File: src/rtl/post_code_uart_pkg.sv
// Shared constants, state encodings and helpers for the POST-code UART sink.
// Character generation and the bit-period calculation live here.
`ifndef CLOCK_SPEED
`define CLOCK_SPEED 50000000
`endif

package post_code_uart_pkg;

    typedef enum logic [1:0] {
        TX_IDLE,
        TX_START,
        TX_DATA,
        TX_STOP
    } tx_state_t;

    typedef enum logic {
        SEQ_IDLE,
        SEQ_SEND
    } seq_state_t;

    localparam logic [7:0] ASCII_CR    = 8'h0D;
    localparam logic [7:0] ASCII_LF    = 8'h0A;
    localparam logic [7:0] ASCII_ZERO  = 8'h30;
    localparam logic [7:0] ASCII_A_M10 = 8'h37;

    // Rounded clocks per bit.
    function automatic int calc_div(input int clk_in, input int baud);
        return (clk_in + baud / 2) / baud;
    endfunction

    function automatic logic [7:0] hex_char(input logic [3:0] n);
        if (n < 4'd10)
            return ASCII_ZERO + {4'h0, n};
        return ASCII_A_M10 + {4'h0, n};
    endfunction

    function automatic logic [7:0] code_char(
        input logic [7:0] code,
        input logic [1:0] idx
    );
        logic [7:0] c;
        unique case (idx)
            2'd0:    c = hex_char(code[7:4]);
            2'd1:    c = hex_char(code[3:0]);
            2'd2:    c = ASCII_CR;
            default: c = ASCII_LF;
        endcase
        return c;
    endfunction

endpackage

File: src/rtl/uart_tx_byte.sv
// 8N1 serializer; a new byte may be started on the last stop-bit cycle,
// so consecutive frames follow each other with no gap.
module uart_tx_byte
    import post_code_uart_pkg::*;
#(
    parameter int DIV = 16
) (
    input  logic       iClk,
    input  logic       iRst,
    input  logic       iStart,
    input  logic [7:0] iData,
    output logic       oTx,
    output logic       oBusy,
    output logic       oDone
);

    localparam int CW = $clog2(DIV);

    tx_state_t   state;
    logic [CW-1:0] baud;
    logic [7:0]  shift;
    logic [2:0]  bit_idx;
    logic        tick;

    assign tick  = (baud == CW'(DIV - 1));
    assign oBusy = (state != TX_IDLE);
    assign oDone = (state == TX_STOP) && tick;

    always_ff @(posedge iClk) begin
        if (iRst) begin
            state   <= TX_IDLE;
            baud    <= '0;
            shift   <= '0;
            bit_idx <= '0;
            oTx     <= 1'b1;
        end else begin
            unique case (state)
                TX_IDLE: begin
                    if (iStart) begin
                        state <= TX_START;
                        shift <= iData;
                        baud  <= '0;
                        oTx   <= 1'b0;
                    end
                end
                TX_START: begin
                    if (tick) begin
                        baud    <= '0;
                        bit_idx <= '0;
                        state   <= TX_DATA;
                        oTx     <= shift[0];
                    end else begin
                        baud <= baud + 1'b1;
                    end
                end
                TX_DATA: begin
                    if (tick) begin
                        baud <= '0;
                        if (bit_idx == 3'd7) begin
                            state <= TX_STOP;
                            oTx   <= 1'b1;
                        end else begin
                            bit_idx <= bit_idx + 1'b1;
                            shift   <= {1'b0, shift[7:1]};
                            oTx     <= shift[1];
                        end
                    end else begin
                        baud <= baud + 1'b1;
                    end
                end
                TX_STOP: begin
                    if (tick) begin
                        baud <= '0;
                        if (iStart) begin
                            state <= TX_START;
                            shift <= iData;
                            oTx   <= 1'b0;
                        end else begin
                            state <= TX_IDLE;
                        end
                    end else begin
                        baud <= baud + 1'b1;
                    end
                end
                default: state <= TX_IDLE;
            endcase
        end
    end

endmodule

File: src/rtl/post_code_uart.sv
// Captures I/O writes to the POST port into a FIFO and streams each code
// as two hex digits plus CR LF on the serial pin.
module post_code_uart
    import post_code_uart_pkg::*;
#(
    parameter int          CLK_IN     = `CLOCK_SPEED,
    parameter int          BAUD       = 115200,
    parameter logic [15:0] PORT       = 16'h0080,
    parameter int          FIFO_DEPTH = 16
) (
    input  logic        iClk,
    input  logic        iRst,
    input  logic [19:0] iAddr,
    input  logic        iWr,
    input  logic [7:0]  iWrData,
    input  logic        iRd,
    output logic [7:0]  oRdData,
    output logic        oSel,
    output logic        oTx,
    output logic        oOverflow
);

    localparam int DIV = calc_div(CLK_IN, BAUD);
    localparam int AW  = $clog2(FIFO_DEPTH);

    logic [7:0]    mem [FIFO_DEPTH];
    logic [AW-1:0] wr_ptr;
    logic [AW-1:0] rd_ptr;
    logic [AW:0]   count;
    logic [7:0]    last_code;
    logic [7:0]    code;
    logic [1:0]    char_idx;
    seq_state_t    seq;
    logic          overflow;

    logic       hit;
    logic       wr_hit;
    logic       pop;
    logic       push;
    logic       tx_start;
    logic       tx_done;
    logic       tx_busy;
    logic [7:0] tx_data;
    logic       unused_bits;

    assign hit    = (iAddr[15:0] == PORT);
    assign wr_hit = iWr & hit;
    assign pop    = (seq == SEQ_IDLE) && (count != '0);
    // A full FIFO still takes the write when the head leaves on this edge.
    assign push   = wr_hit &&
                    ((count < (AW + 1)'(FIFO_DEPTH)) || pop);

    assign tx_start = pop | (tx_done && (char_idx != 2'd3));
    assign tx_data  = pop ? hex_char(mem[rd_ptr][7:4])
                          : code_char(code, char_idx + 2'd1);

    assign oSel      = iRd & hit;
    assign oRdData   = last_code;
    assign oOverflow = overflow;

    assign unused_bits = ^{iAddr[19:16], tx_busy};

    always_ff @(posedge iClk) begin
        if (push)
            mem[wr_ptr] <= iWrData;
    end

    always_ff @(posedge iClk) begin
        if (iRst) begin
            wr_ptr    <= '0;
            rd_ptr    <= '0;
            count     <= '0;
            last_code <= 8'h00;
            code      <= 8'h00;
            char_idx  <= 2'd0;
            seq       <= SEQ_IDLE;
            overflow  <= 1'b0;
        end else begin
            if (wr_hit)
                last_code <= iWrData;
            if (wr_hit && !push)
                overflow <= 1'b1;
            if (push)
                wr_ptr <= wr_ptr + 1'b1;
            if (pop)
                rd_ptr <= rd_ptr + 1'b1;
            unique case ({push, pop})
                2'b10:   count <= count + 1'b1;
                2'b01:   count <= count - 1'b1;
                default: count <= count;
            endcase
            unique case (seq)
                SEQ_IDLE: begin
                    if (pop) begin
                        code     <= mem[rd_ptr];
                        char_idx <= 2'd0;
                        seq      <= SEQ_SEND;
                    end
                end
                SEQ_SEND: begin
                    if (tx_done) begin
                        if (char_idx == 2'd3)
                            seq <= SEQ_IDLE;
                        else
                            char_idx <= char_idx + 2'd1;
                    end
                end
                default: seq <= SEQ_IDLE;
            endcase
        end
    end

    uart_tx_byte #(
        .DIV (DIV)
    ) u_tx (
        .iClk   (iClk),
        .iRst   (iRst),
        .iStart (tx_start),
        .iData  (tx_data),
        .oTx    (oTx),
        .oBusy  (tx_busy),
        .oDone  (tx_done)
    );

endmodule

File: config.mk
export PLATFORM = sky130hd
export DESIGN_NAME = post_code_uart
export DESIGN_NICKNAME = d
export VERILOG_FILES = /design/src/rtl/post_code_uart_pkg.sv /design/src/rtl/uart_tx_byte.sv /design/src/rtl/post_code_uart.sv
export SDC_FILE = /design/constraint.sdc
export NUM_CORES = 1
export LEC_CHECK = 0
export CORE_ASPECT_RATIO = 1.5
export CORE_MARGIN = 2
export CORE_UTILIZATION = 40
export DETAILED_ROUTE_END_ITERATION = 8
export GPL_TIMING_DRIVEN = 0
export SETUP_SLACK_MARGIN = 0.3
export SYNTH_ARGS = -nofsm -noshare
export SYNTH_HDL_FRONTEND = slang
export SYNTH_HIERARCHICAL = 1
export SYNTH_SLANG_ARGS = --single-unit
File: constraint.sdc
create_clock -name iClk -period 8.95 [get_ports iClk]
set_input_delay 1.79 -clock iClk [delete_from_list [all_inputs] [get_ports iClk]]
set_output_delay 1.79 -clock iClk [all_outputs]
set_load 0.02 [all_outputs]
==> summary.txt, run 1 <==
Run status
  • Outcome: completed

Floorplan
  • Die Area: roughly 22000 um2
  • Cell row count: 64
  • IO Count: between 40 and 50
  • Die height: approximately 180 um
  • Core Region: roughly 20000 um2
  • Initial Utilization: 41.0%
  • Die width: 122 um

Clock network
  • Max Buffers Root-to-Sink: 2
  • Post-CTS setup buffers: 0
  • CTS tree: done
  • CTS Sinks: 188
  • H-tree level count: 4
  • Post-CTS Hold Fix Bufs: 0
  • Worst skew pair latency: between 0.4 and 0.5 ns
  • Cts repair resizes: 0
  • Root buffer cell: clkbuf_16
  • Worst-path clk slew: 0.08 ns
  • CTS Buf Count: 17

Worst setup path
  • Required @ worst endpoint: 7.16 ns
  • CP startpoint: iAddr[2]
  • R2r startpoint: count[1]
  • Worst Path Class, Setup: input pin to primary output
  • Setup crit start kind: input pin
  • Crit end category: primary output
  • Worst EP arrival: about 3.6 ns
  • Crit Path Max Fanout: 2

Hold path
  • HP Start: u_tx/bit_idx[2]
  • Min-Delay Path Class: register to register

Cells and area
  • Share of layout cells above drive strength 1: 13.5%
  • Filler Cells Inserted: around 1.8k
  • Final core occ: 47.5%
  • Diodes inserted: 0
  • Area delta synth->final: 15.9%
  • Final instance area: 9740 um2
  • NumNets Final: 732

STA
  • Worst clock skew: 0.0128 ns
  • Max Fclk: 186 MHz
  • Tmin final: between 5 and 6 ns
  • Final count of hold timing violations: 0
  • RSZ-0062 raised after global routing: no
  • Final setup violation count: 0
  • Setup tns final: 0 ns
  • Slew Limit Fails: 0
  • Relative slew margins: 37.9%
  • Period utilization: 60.1%
  • Worst-Margin Slew: 0.927 ns
  • Setup ws final: 3.57 ns

Route
  • Via density: 5.49
  • Drt total wl: approximately 19 mm
  • WL per Instance: 19.7 um
  • 1st-pass router iterations: 5
  • Post-route DRC: 0
  • Post-DRT Antenna Nets: 0
  • Starting DRC count in detailed routing: 352
  • Via count: ~5.2k

Synth
  • Post-Syn Instances: 618
  • Largest cells by area after synthesis: edfxtp_1 46%, dfxtp_1 14%, mux4_2 7.0%
  • Synth Cell Area: 8400 um2
  • Seq/Total Area, Yosys: 60.0%
  • Net Count, Synth: 675
  • Synth unique cells: 75
  • Cell taking the most area after synthesis: edfxtp_1
  • Commonest cells post-synth: 128 x edfxtp_1, 60 x dfxtp_1, 52 x nor2_1
  • Count leader, synth: edfxtp_1
  • Mean Syn Cell Area: 13.6 um2
  • Yosys reg bits: 188
  • Fraction of synthesis flops using an asynchronous set or reset pin: 0%
  • Main flop type after synthesis: edfxtp_1
  • Synth top area share: between 40% and 50%
  • Ys Warns: 6
  • Number of synthesized flops with an enable pin: 128

GRT
  • M2 GR Usage: 33.6%
  • Antenna violations before repair: 0
  • Vias in the first global route: 5460
  • First-pass GRT wire length: 29.6 mm
  • Gr busiest metal: met2
  • Total GRT Usage: 17.7%
  • Largest net degree at the start of global routing: 19
  • Remaining global-route overflow: 0
  • GR Util met1: around a fifth
  • Met3 usage: 3.17%

Placed design
  • GP Congestion: 0.866
  • Placed inst area: between 9000 and 10000 um2
  • Dpl hpwl: ~14 mm
  • Port buffer count: 38
  • Setup WS pre-CTS: 3.61 ns

Power and ir drop
  • VDD IR-drop max: around 0.13 mV
  • PD cells: between 150 and 200 nW/um2
  • Pleak: around 0.0032 uW

Job
  • Max-Cap Viols: 0
-- report_power, final --
group / internal (uW) / leakage (uW) / switching [uW]
combinational: 32.9 / 0.00126 / 52.5
clock: 422 / 0.000287 / 347
sequential: 931 / 0.00163 / 5.53
-- through the flow --
stage	instances	hold slack (ns)	power [uW]
detailed placement	920	0.473	1040
floorplan	618	0.450	1000
finish	952	0.482	1790
CTS	952	0.484	1800
global placement	920	0.455	1040
global route	952	0.508	1850
-- worst max-delay path: stages --
cell and delay (ns):
clkdlybuf4s50_1 0.44, nor4_1 0.39, nand4_1 0.20, nor2_1 0.14, clkdlybuf4s50_1 0.64
-- layer usage --
metal | wire, um | part of all wire, %
met4 | 431 | 2.3
met5 | 0 | 0
met3 | 495 | 2.6
met1 | 7140 | 38
met2 | 10700 | 57
-- final cells by class --
class | count | area (um2) | area share, %
Multi-Input combinational cell | 378 | 3120 | 32.0
Inverter | 24 | 90.1 | 0.925
Clock buffer | 17 | 425 | 4.37
Tap cell | 264 | 330 | 3.39
Timing Repair Buffer | 38 | 380 | 3.91
Clock inverter | 15 | 178 | 1.82
Buffer | 28 | 173 | 1.77
Sequential cell | 188 | 5040 | 51.8
-- kinds of logic after synthesis --
logic type | Yosys count | synth area share, %
simple gates | 171 | 10.1
xor+xnor | 14 | 1.46
buf+inv | 52 | 3.13
mux | 61 | 12.7
other cells | 1 | 0.0446
flops | 188 | 60.0
fa+ha+maj | 25 | 3.72
compound gates | 106 | 8.86
-- flip-flops by register name (all words and copies together), names as in the netlist, named ones only --
register      flops
char_idx          2
code              8
count             5
mem             128
oOverflow         1
oRdData           8
rd_ptr            4
seq               1
u_tx/baud         9
u_tx/bit_idx      3
u_tx/oTx          1
u_tx/shift        8
u_tx/state        2
wr_ptr            4
-- final timing paths --
path	to	slack (ns)	cells past startpoint
worst min register to register	u_tx/bit_idx[2]	0.48	2
worst max register to register	count[4]	5.07	17
worst max-delay path	oSel	3.57	5
worst min-delay path	u_tx/bit_idx[2]	0.48	2
-- cells in the final DEF (no fill, tap or decap), types with 7 or more instances in the layout --
cell type / n
a21oi_1: 34
a311oi_1: 9
clkbuf_1: 15
clkbuf_16: 17
clkdlybuf4s50_1: 38
dfxtp_1: 60
edfxtp_1: 128
ha_1: 25
inv_1: 21
mux2i_1: 26
mux4_1: 8
mux4_2: 26
nand2_1: 44
nand2b_1: 12
nand3_1: 14
nor2_1: 52
o21ai_0: 16
or3_1: 7
xor2_1: 8
No activity file was read; power rests on OpenSTA's default activity.
==> run 2, diff against run 1 <==
- clock period: 8.95 -> 4.6 ns (I/O delays scaled with it)
==> summary.txt, run 2 (same netlist as run 1, synthesis figures left out) <==
Placed design
  • Port buffer count: 38 (unchanged)
  • Dpl hpwl: 13.6 mm (unchanged)
  • Placed inst area: 9130 um2 (unchanged)
  • GP Congestion: 0.866 (unchanged)

Clock network
  • Post-CTS setup buffers: 0 (unchanged)
  • CTS Sinks: 188 (unchanged)
  • Worst skew pair latency: 0.43 ns (about the same)
  • Max Buffers Root-to-Sink: 2 (unchanged)
  • CTS Buf Count: 17 (unchanged)
  • H-tree level count: 4 (unchanged)
  • Worst-path clk slew: 0.08 ns (about the same)
  • CTS tree: done (unchanged)
  • Root buffer cell: clkbuf_16 (unchanged)

Floorplan
  • Die height: 182 um (unchanged)
  • Core Region: 20500 um2 (unchanged)
  • IO Count: 43 (unchanged)
  • Die width: 122 um (unchanged)
  • Cell row count: 64 (unchanged)
  • Die Area: 22200 um2 (unchanged)
  • Initial Utilization: 41.0% (unchanged)

Hold path
  • HP Start: u_tx/bit_idx[2] (unchanged)
  • Hold endpoint: u_tx/bit_idx[2] (unchanged)
  • Hold Crit Depth: 2 (unchanged)
  • Min-Delay Path Class: register to register (unchanged)

Route
  • 1st-pass router iterations: 4 (was 5)
  • Drt total wl: 18.9 mm (was 18.8 mm)
  • Starting DRC count in detailed routing: 341 (was 352)
  • Via density: 5.49 (about the same)
  • Via count: 5228 (was 5227)
  • DRT met1 WL: 7.24 mm (was 7.14 mm)
  • WL per Instance: 19.8 um (was 19.7 um)
  • WL met3: 440 um (was 495 um)
  • Post-route DRC: 0 (unchanged)
  • Top routing layer used: met4 (unchanged)
  • Metal2 WL: 10.8 mm (was 10.7 mm)
  • Post-DRT Antenna Nets: 0 (unchanged)

Worst setup path
  • CP startpoint: iAddr[2] (unchanged)
  • CP cell instances: clkdlybuf4s50_1 -> nor4_1 -> nand4_1 -> a211oi_4 -> inv_1 -> ha_1 -> clkbuf_1 -> xor2_1 -> ha_1 -> a21oi_1 -> o21bai_1 -> a22oi_1 -> o221a_2 -> or3_1 -> a21oi_1 (was clkdlybuf4s50_1 -> nor4_1 -> nand4_1 -> nor2_1 -> clkdlybuf4s50_1)
  • Worst EP arrival: 4.34 ns (was 3.59 ns)
  • Crit end category: register (was primary output)
  • Largest stage delay, worst path: 0.44 ns (was 0.64 ns)
  • Slowest CP cell: clkdlybuf4s50_1 (unchanged)
  • FF-to-FF End: count[4] (unchanged)
  • Worst r2r path cells: 17 (unchanged)
  • Crit Path Max Fanout: 9 (was 2)
  • R2r startpoint: count[1] (unchanged)
  • Critical path buffer and inverter count: 3 (was 2)
  • CP top delay family: compound AO/OA/AOI/OAI gates (was buffers and inverters)
  • Flop-to-flop setup slack: 0.71 ns (was 5.07 ns)
  • Required @ worst endpoint: 4.96 ns (was 7.16 ns)
  • Setup crit start kind: input pin (unchanged)
  • Worst Path Class, Setup: input pin to register (was input pin to primary output)

Cells and area
  • Area of the multi-input gates: 3120 um2 (about the same)
  • Most common cell after layout, fill and taps aside: edfxtp_1 (unchanged)
  • Diodes inserted: 0 (unchanged)
  • Filler Cells Inserted: 1803 (unchanged)
  • Top reg by flops: mem (unchanged)
  • Area delta synth->final: 16.0% (was 15.9%)
  • Most frequent cells in the layout: 128 x edfxtp_1, 60 x dfxtp_1, 52 x nor2_1 (unchanged)
  • Final instance area: 9740 um2 (about the same)
  • Share of layout cells above drive strength 1: 13.5% (unchanged)
  • Sequential cell area: 5040 um2 (unchanged)
  • Max reg flops: 128 (unchanged)
  • Regs by FF count: mem: 128 flops, u_tx/baud: 9 flops (unchanged)
  • NumNets Final: 732 (unchanged)

Power and ir drop
  • Pleak: 0.00318 uW (about the same)
  • VDD IR-drop max: 0.262 mV (was 0.134 mV)
  • PD cells: 358 nW/um2 (was 184 nW/um2)

GRT
  • Largest net degree at the start of global routing: 19 (unchanged)
  • Vias in the first global route: 5460 (unchanged)
  • Remaining global-route overflow: 0 (unchanged)
  • First-pass GRT wire length: 29.6 mm (unchanged)
  • Antenna violations before repair: 0 (unchanged)
  • Total GRT Usage: 17.7% (unchanged)

STA
  • Setup tns final: 0 ns (unchanged)
  • RSZ-0062 raised after global routing: no (unchanged)
  • Worst clock skew: 0.0118 ns (was 0.0128 ns)
  • Tmin final: about 4 ns
  • Max Fclk: between 200 and 300 MHz
  • Final count of hold timing violations: 0 (unchanged)
  • Period utilization: 86.6%
  • Final setup violation count: 0 (unchanged)
  • Slew Limit Fails: 0 (unchanged)
  • Worst-Margin Slew: 0.924 ns (was 0.927 ns)
  • Relative slew margins: 38.2% (was 37.9%)

Run status
  • Outcome: completed (unchanged)

Job
  • Max-Cap Viols: 0 (unchanged)
==> run 2: power by group <==
part / internal, uW / leakage (uW) / switching [uW]
registers: 1810 / 0.00163 / 10.7
clock network: 821 / 0.000287 / 678
logic: 64.1 / 0.00126 / 102
total: 2700 / 0.00318 / 791
==> run 2: worst reg2reg max path, stage by stage, from the launching register on <==
cell and delay [ns]:
dfxtp_1 0.31, clkbuf_1 0.25, nor3_1 0.08, a21o_1 0.18, clkbuf_1 0.24, inv_1 0.20
buf_6 0.16, clkbuf_1 0.44, ha_1 0.25, clkbuf_1 0.31, xor2_1 0.18, ha_1 0.16
a21oi_1 0.07, o21bai_1 0.16, a22oi_1 0.08, o221a_2 0.29, or3_1 0.31, a21oi_1 0.14
==> run 2: layout make-up <==
| type | instances | share of cell area [%] |
|---|---|---|
| Timing Repair Buffer | 38 | 3.90 |
| Tap cell | 264 | 3.39 |
| Buffer | 28 | 1.77 |
| Multi-Input combinational cell | 378 | 32.0 |
| Sequential cell | 188 | 51.8 |
| Clock buffer | 17 | 4.37 |
| Inverter | 24 | 0.924 |
| Clock inverter | 15 | 1.82 |
==> run 2: timing repair <==
action                     in CTS  in global routing
resized for setup               0                  1
setup endpoints to repair       0                  1
hold buffers                    0                  0
==> run 2: worst max-delay path by stage <==
stage | cells past startpoint | to
global route | 15 | count[4]
global placement | 15 | count[4]
floorplan | 14 | count[4]
CTS | 15 | count[4]
finish | 15 | count[4]
detailed placement | 15 | count[4]
==> run 2: routing by layer <==
| metal | global-route usage (%) | up-vias |
|---|---|---|
| li1 | - | 2475 |
| met1 | 19.1 | 2635 |
| met2 | 33.6 | 89 |
| met3 | 3.17 | 29 |
| met4 | 6.90 | 0 |
| met5 | 0 | - |
==> run 2: through the flow <==
step	utilization, %	setup WS (ns)	std cells	total power, uW	hold WS [ns]
5_1_grt	47.5	0.386	952	3610	0.508
2_1_floorplan	-	1.01	618	1940	0.450
4_1_cts	47.5	0.617	952	3510	0.484
6_report	47.5	0.617	952	3490	0.483
3_3_place_gp	44.5	0.313	920	2020	0.455
3_5_place_dp	44.6	0.191	920	2030	0.473
